### src/rtl/mul_issue_capture.sv
// Registered issue/capture wrapper around a combinational array multiplier.
// Optional feature: MUL_ZERO_BYPASS_EN short-circuits zero operands straight to DONE.
module mul_issue_capture #(
   parameter int WIDTH         = 32,
   parameter int SETTLE_CYCLES = 4
) (
   input  logic             clk,
   input  logic             rst_n,
   input  logic             in_valid,
   output logic             in_ready,
   input  logic [WIDTH-1:0] in_a,
   input  logic [WIDTH-1:0] in_b,
   output logic [WIDTH-1:0] mul_a,
   output logic [WIDTH-1:0] mul_b,
   input  logic [WIDTH-1:0] mul_product,
   input  logic             mul_over,
   output logic             out_valid,
   input  logic             out_ready,
   output logic [WIDTH-1:0] out_product,
   output logic             out_over,
   output logic             busy
);

   if (SETTLE_CYCLES < 1 || SETTLE_CYCLES > 255) begin : g_bad_settle
      $error("mul_issue_capture: SETTLE_CYCLES must be 1..255");
   end

   typedef enum logic [1:0] {S_IDLE, S_WAIT, S_DONE} state_t;

   localparam logic [7:0] CNT_INIT = 8'(SETTLE_CYCLES - 1);

   state_t           r_state;
   logic [7:0]       r_cnt;
   logic [WIDTH-1:0] r_mul_a;
   logic [WIDTH-1:0] r_mul_b;
   logic [WIDTH-1:0] r_out_product;
   logic             r_out_over;
   logic             r_out_valid;
   logic             w_accept;

   assign w_accept = in_valid && (r_state == S_IDLE);

`ifdef MUL_ZERO_BYPASS_EN
   logic w_zero;
   assign w_zero = (in_a == '0) || (in_b == '0);
`endif

   always_ff @(posedge clk or negedge rst_n) begin
      if (!rst_n) begin
         r_state       <= S_IDLE;
         r_cnt         <= '0;
         r_mul_a       <= '0;
         r_mul_b       <= '0;
         r_out_product <= '0;
         r_out_over    <= 1'b0;
         r_out_valid   <= 1'b0;
      end else begin
         case (r_state)
            S_IDLE: begin
               if (w_accept) begin
                  r_mul_a <= in_a;
                  r_mul_b <= in_b;
`ifdef MUL_ZERO_BYPASS_EN
                  if (w_zero) begin
                     // Product of a zero operand is known; skip the ripple wait.
                     r_out_product <= '0;
                     r_out_over    <= 1'b0;
                     r_out_valid   <= 1'b1;
                     r_state       <= S_DONE;
                  end else begin
                     r_cnt   <= CNT_INIT;
                     r_state <= S_WAIT;
                  end
`else
                  r_cnt   <= CNT_INIT;
                  r_state <= S_WAIT;
`endif
               end
            end
            S_WAIT: begin
               if (r_cnt != 8'd0) begin
                  r_cnt <= r_cnt - 8'd1;
               end else begin
                  r_out_product <= mul_product;
                  r_out_over    <= mul_over;
                  r_out_valid   <= 1'b1;
                  r_state       <= S_DONE;
               end
            end
            S_DONE: begin
               // Non-overlapping: a new pair is only taken once back in IDLE.
               if (out_ready) begin
                  r_out_valid <= 1'b0;
                  r_state     <= S_IDLE;
               end
            end
            default: r_state <= S_IDLE;
         endcase
      end
   end

   assign in_ready    = (r_state == S_IDLE);
   assign busy        = (r_state != S_IDLE);
   assign mul_a       = r_mul_a;
   assign mul_b       = r_mul_b;
   assign out_valid   = r_out_valid;
   assign out_product = r_out_product;
   assign out_over    = r_out_over;

endmodule

### config.mk
export PLATFORM = sky130hd
export DESIGN_NAME = mul_issue_capture
export DESIGN_NICKNAME = d
export VERILOG_FILES = /design/src/rtl/mul_issue_capture.sv
export SDC_FILE = /design/constraint.sdc
export NUM_CORES = 1
export LEC_CHECK = 0
export CAP_MARGIN = 10
export CORE_MARGIN = 2
export CORE_UTILIZATION = 25
export CTS_CLUSTER_DIAMETER = 40
export DETAILED_ROUTE_END_ITERATION = 12
export PLACE_DENSITY_LB_ADDON = 0.1
export SLEW_MARGIN = 20
export SYNTH_ARGS = -nofsm -noshare
export SYNTH_HDL_FRONTEND = slang
export SYNTH_SLANG_ARGS = --single-unit
### constraint.sdc
create_clock -name clk -period 4 [get_ports clk]
set_clock_uncertainty 0.1 [all_clocks]
set_input_delay 1 -clock clk [delete_from_list [all_inputs] [get_ports clk]]
set_output_delay 1 -clock clk [all_outputs]
set_load 0.005 [all_outputs]
==> results.cfg, run 1 <==
[global_routing]
grt_use_total_pct = 12.99
grt_pass1_vias = 3492
overflow = 0
grt_pass1_wl_mm = 18.49
grt_start_max_net_pins = 61
antenna_found_initial = 0

[pwr]
power_leakage_nw = 3.240
p_per_area_nw_per_um2 = 719.1
irDropWorstVdd_mv = 0.2890

[clocking]
path_clk_slew_ns = 0.07
post_cts_resized = 0
numClockSinks = 108
cts_hold_buf = 0
cts_setup_buffers = 0
htree_levels = 3
cts_made_buffers = 9
clk_latency_ns = 0.34
root_buffer = clkbuf_16
clockBufferDepth = 2
cts_tree = built

[setup_path]
worstPathArrival_ns = 1.58
crit_chain = nor2_1, clkdlybuf4s50_1
critPathLaunchType = flip-flop
cp_slowest_cell = clkdlybuf4s50_1
slowest_delay_ns = 0.58
end_kind = output port
path_max_fanout = 4
worstSetupPathType = reg -> out
cp.required_ns = 2.90

[routing]
drtPass1Iterations = 4
vias = 3426
antenna_left = 0
wl_per_cell_um = 14.12
vias_per_cell = 4.158
drtIter0Drc = 162
wl_mm = 11.63
drc = 0

[synth]
ys_top_cells_by_area = dfrtp_1 63%, nand2_1 17%, mux2_4 9.8%
yosys.area.top_type = dfrtp_1
yosys_warnings = 0
synth_nets = 500
avgSynthCellArea_um2 = 10.85
synth_top_area_share_pct = 62.72
synth_cells = 397
ys_seq_area_share_pct = 62.72
ys_ff_latch = 108
syn-cell-area_um2 = 4309
synthDistinctLibCells = 28

[floorplan]
initial_core_util_pct = 25.26
core_area_um2 = 17060
io_pins = 201
dieHeight_um = 135.3
fp.dieArea_um2 = 18300
placementRows = 48
die_x_um = 135.3

[place]
hpwl_mm = 8.016
gp_congestion = 0.7333
detailed_place.area_um2 = 6541
place_ws_ns = 1.083
port_buffers = 200

[finish]
antenna_cells = 0
drive_gt1_share_pct = 10.35
fillers = 1639
nNetsFinal = 697
utilization_pct = 40.05
layout_commonest_cell = clkdlybuf4s50_1
fin_area_um2 = 6830
final_cell_mix = 199 x clkdlybuf4s50_1, 198 x nand2_1, 108 x dfrtp_1
area_growth_pct = 58.51

[sta]
fin_hold_ws_ns = 0.3720
fin_crit_sh_pct = 67.12
finalCriticalPeriod_ns = 2.685
finalSetupViolCount = 0
rsz0062_at_grt = false
fin_tns_setup_ns = 0
drv_slew = 0
worstMarginPinSlew_ns = 0.8605
final.setup.worst_slack_ns = 1.315
finalHoldViolCount = 0
relSlewSlack_pct = 42.63
clock.fmax_ghz = 0.3724

[job]
cap_violations = 0

[min_path]
hp-class = reg -> reg

[outcome]
status = finished clean
[worst max-delay path, delay by kind of cell (launching register included)]
kind | cells | cell delay (ns)
flops | 1 | 0.41
buf+inv | 1 | 0.58
simple gates | 1 | 0.25
[metal layers]
metal / GRT usage (%) / routed length [um]
met1: 17.76 / 5594
met2: 19.01 / 4736
met3: 4.377 / 1133
met4: 5.035 / 167
met5: 0 / 0
[cells by family after synthesis]
kind of cell    count (synthesis)  share of synthesized area (%)
simple gates                  219                          20.82
flops                         108                          62.72
mux                            37                          11.99
buf+inv                        23                          2.642
compound gates                  8                          1.249
fa+ha+maj                       2                         0.5806
[final timing paths]
check	depth (start not counted)	end	from	slack, ns
worst min-delay path	2	mul_a[31]	mul_a[31]	0.37
worst min register to register	2	mul_a[31]	mul_a[31]	0.37
max in group asynchronous	2	mul_b[17]	rst_n	2.42
worst max register to register	3	out_product[14]	r_state[1]	1.62
worst max-delay path	2	in_ready	r_state[1]	1.32
min in group asynchronous	1	out_product[4]	rst_n	0.63
[flip-flops by register name, indices dropped and copies added (netlist names)]
signal,cells
out_over,1
r_cnt,8
out_valid,1
mul_a,32
mul_b,32
out_product,32
r_state,2
[power breakdown]
part / total (mW) / leakage (nW) / switching [mW] / internal (mW)
Sequential: 1.92 / 1.32 / 0.311 / 1.61
Clock: 0.859 / 0.134 / 0.402 / 0.457
Combinational: 2.13 / 1.79 / 0.769 / 1.36
[layout make-up]
cell class / count / area (um2) / share of cell area (%)
Sequential cell: 108 / 2703 / 39.57
Timing Repair Buffer: 204 / 2042 / 29.90
Multi-Input combinational cell: 266 / 1496 / 21.91
Tap cell: 225 / 281.5 / 4.122
Clock buffer: 11 / 252.7 / 3.700
Clock inverter: 5 / 36.28 / 0.5312
Inverter: 5 / 18.77 / 0.2748
[per-stage QoR]
stage | cells | total power, mW
4_1_cts | 824 | 5.000
3_3_place_gp | 808 | 4.085
6_report | 824 | 4.911
2_1_floorplan | 397 | 2.777
5_1_grt | 824 | 5.304
3_5_place_dp | 808 | 4.093
[cell usage after synthesis]
cell type	instances
nand4b_1	1
nor4_4	1
nand4_1	1
clkbuf_1	11
nor3b_1	2
and2_1	1
a31o_2	2
dfrtp_1	108
a21boi_2	1
nand3_1	2
ha_1	2
or2_2	1
mux2_4	28
nor2b_1	1
buf_6	3
buf_2	4
mux2_2	5
nand2_1	199
nor4_1	1
nor2_1	3
o21ai_0	2
nand4b_4	1
nand2b_1	1
nor3_1	3
nand3b_1	1
mux2i_1	4
inv_1	5
a21oi_1	3
(Power assumes the default switching activity.)
==> run 2, diff against run 1 <==
==> constraint.sdc (replaced) <==
create_clock -name clk -period 2.6 [get_ports clk]
set_clock_uncertainty 0.1 [all_clocks]
set_input_delay 0.65 -clock clk [delete_from_list [all_inputs] [get_ports clk]]
set_output_delay 0.65 -clock clk [all_outputs]
set_load 0.005 [all_outputs]
==> results.cfg, run 2 (synthesis gave the netlist of run 1 again) <==
[finish]
nNetsFinal = 700
antenna_cells = 0
drive_gt1_share_pct = 10.65
area_growth_pct = 60.74
layout_commonest_cell = clkdlybuf4s50_1
final_cell_mix = 199 x clkdlybuf4s50_1, 198 x nand2_1, 108 x dfrtp_1
fillers = 1657

[sta]
finalSetupViolCount = 0
finalHoldViolCount = 0
fin_hold_ws_ns = 0.1065
clock.fmax_ghz = 0.4284
rsz0062_at_grt = false
fin_tns_setup_ns = 0
relSlewSlack_pct = 68.93
drv_slew = 0
worstMarginPinSlew_ns = 0.4650
finalCriticalPeriod_ns = 2.334
fin_crit_sh_pct = 89.78

[floorplan]
core_area_um2 = 17060
fp.dieArea_um2 = 18300
placementRows = 48
die_x_um = 135.3
initial_core_util_pct = 25.26
dieHeight_um = 135.3
io_pins = 201

[global_routing]
grt.met3_usage_pct = 5.799
grt_pass1_vias = 3523
grt-busiest-layer = met2
grt_pass1_wl_mm = 18.46
gr-usage-met1_pct = 17.02
grt_start_max_net_pins = 52
grt.met2_usage_pct = 19.29
grt_use_total_pct = 13.08
overflow = 0
antenna_found_initial = 0

[pwr]
p_per_area_nw_per_um2 = 1122
seq_power_share_pct = 37.7
p_sw_mw = 2.281
power_leakage_nw = 3.290
clock_power_share_pct = 19.4
combPwrFrac_pct = 42.9
internal_power_mw = 5.493
irDropWorstVdd_mv = 0.4056
swShare_pct = 29.34

[clocking]
numClockSinks = 108
cts_tree = built
cts_setup_buffers = 0
cts_hold_buf = 0
htree_levels = 3
cts_made_buffers = 9
root_buffer = clkbuf_16
post_cts_resized = 0
clk_latency_ns = 0.35
clockBufferDepth = 2
path_clk_slew_ns = 0.07

[setup_path]
reg2reg_depth = 6
critPathLaunchType = flip-flop
path_max_fanout = 4
worstPathArrival_ns = 1.58
worstReg2RegStart = r_cnt[0]
end_kind = output port
r2r-end = r_cnt[6]
cp.required_ns = 1.85
worstSetupPathType = reg -> out
reg2reg_slack_ns = 0.80

[routing]
wl_per_cell_um = 14.15
wl_mm = 11.69
antenna_left = 0
drc = 0
drtIter0Drc = 102
drtPass1Iterations = 4
vias = 3391
vias_per_cell = 4.105

[place]
gp_congestion = 0.7381
port_buffers = 200
hpwl_mm = 8.134

[min_path]
hp-class = in -> async

[job]
cap_violations = 0

[outcome]
status = finished clean
==> run 2: cell types whose count changed in the layout (fill, tap and decap cells not counted), sizes merged <==
cell / delta
buf: +3
clkinvlp: -2
clkinv: -1
bufinv: +2
==> run 2: layer usage <==
| layer | vias to the layer above | share of wire (%) |
|---|---|---|
| li1 | 1641 | - |
| met1 | 1584 | 46 |
| met2 | 157 | 42 |
| met3 | 9 | 11 |
| met4 | 0 | 1.5 |
| met5 | - | 0 |
==> run 2: layout make-up <==
class	instances	area, um2	share of cell area (%)
Sequential cell	108	2703	39.02
Timing Repair Buffer	207	2102	30.35
Multi-Input combinational cell	266	1496	21.60
Tap cell	225	281.5	4.064
Clock buffer	11	252.7	3.649
Clock inverter	4	72.57	1.048
Inverter	5	18.77	0.2710
==> run 2: per-stage QoR <==
step / cell area [um2] / power (mW) / utilization, % / worst slack [ns] / cells
6_report: 6927 / 7.774 / 40.61 / 0.2658 / 826
5_1_grt: 6927 / 8.356 / 40.61 / 0.1783 / 826
4_1_cts: 6927 / 7.924 / 40.61 / 0.2345 / 826
3_5_place_dp: 6601 / 6.334 / 38.70 / 0.3978 / 811
3_3_place_gp: 6601 / 6.312 / 38.70 / 0.4101 / 811
2_1_floorplan: 4309 / 4.273 / - / 0.8995 / 397
==> run 2: how the worst max path moves through the flow <==
stage	start	endpoint	slack [ns]	cells past startpoint
CTS	r_state[1]	in_ready	0.23	2
finish	r_state[1]	in_ready	0.27	2
global route	r_state[0]	busy	0.18	3
detailed placement	in_valid	r_cnt[1]	0.40	5
floorplan	r_cnt[5]	out_product[10]	0.90	4
global placement	in_valid	r_cnt[0]	0.41	5
==> run 2: power groups by stage <==
stage          Sequential [mW]  Clock (mW)  Combinational (mW)
5_1_grt                   3.05        1.63                3.67
3_3_place_gp              2.94           0                3.38
4_1_cts                   2.94        1.59                3.40
3_5_place_dp              2.96           0                3.38
6_report                  2.93        1.51                3.33
2_1_floorplan             3.00           0                1.28
==> run 2: critical path, stage by stage (launching register included) <==
cell and delay, ns:
dfrtp_1 0.41, nor2_1 0.25, clkdlybuf4s50_1 0.57
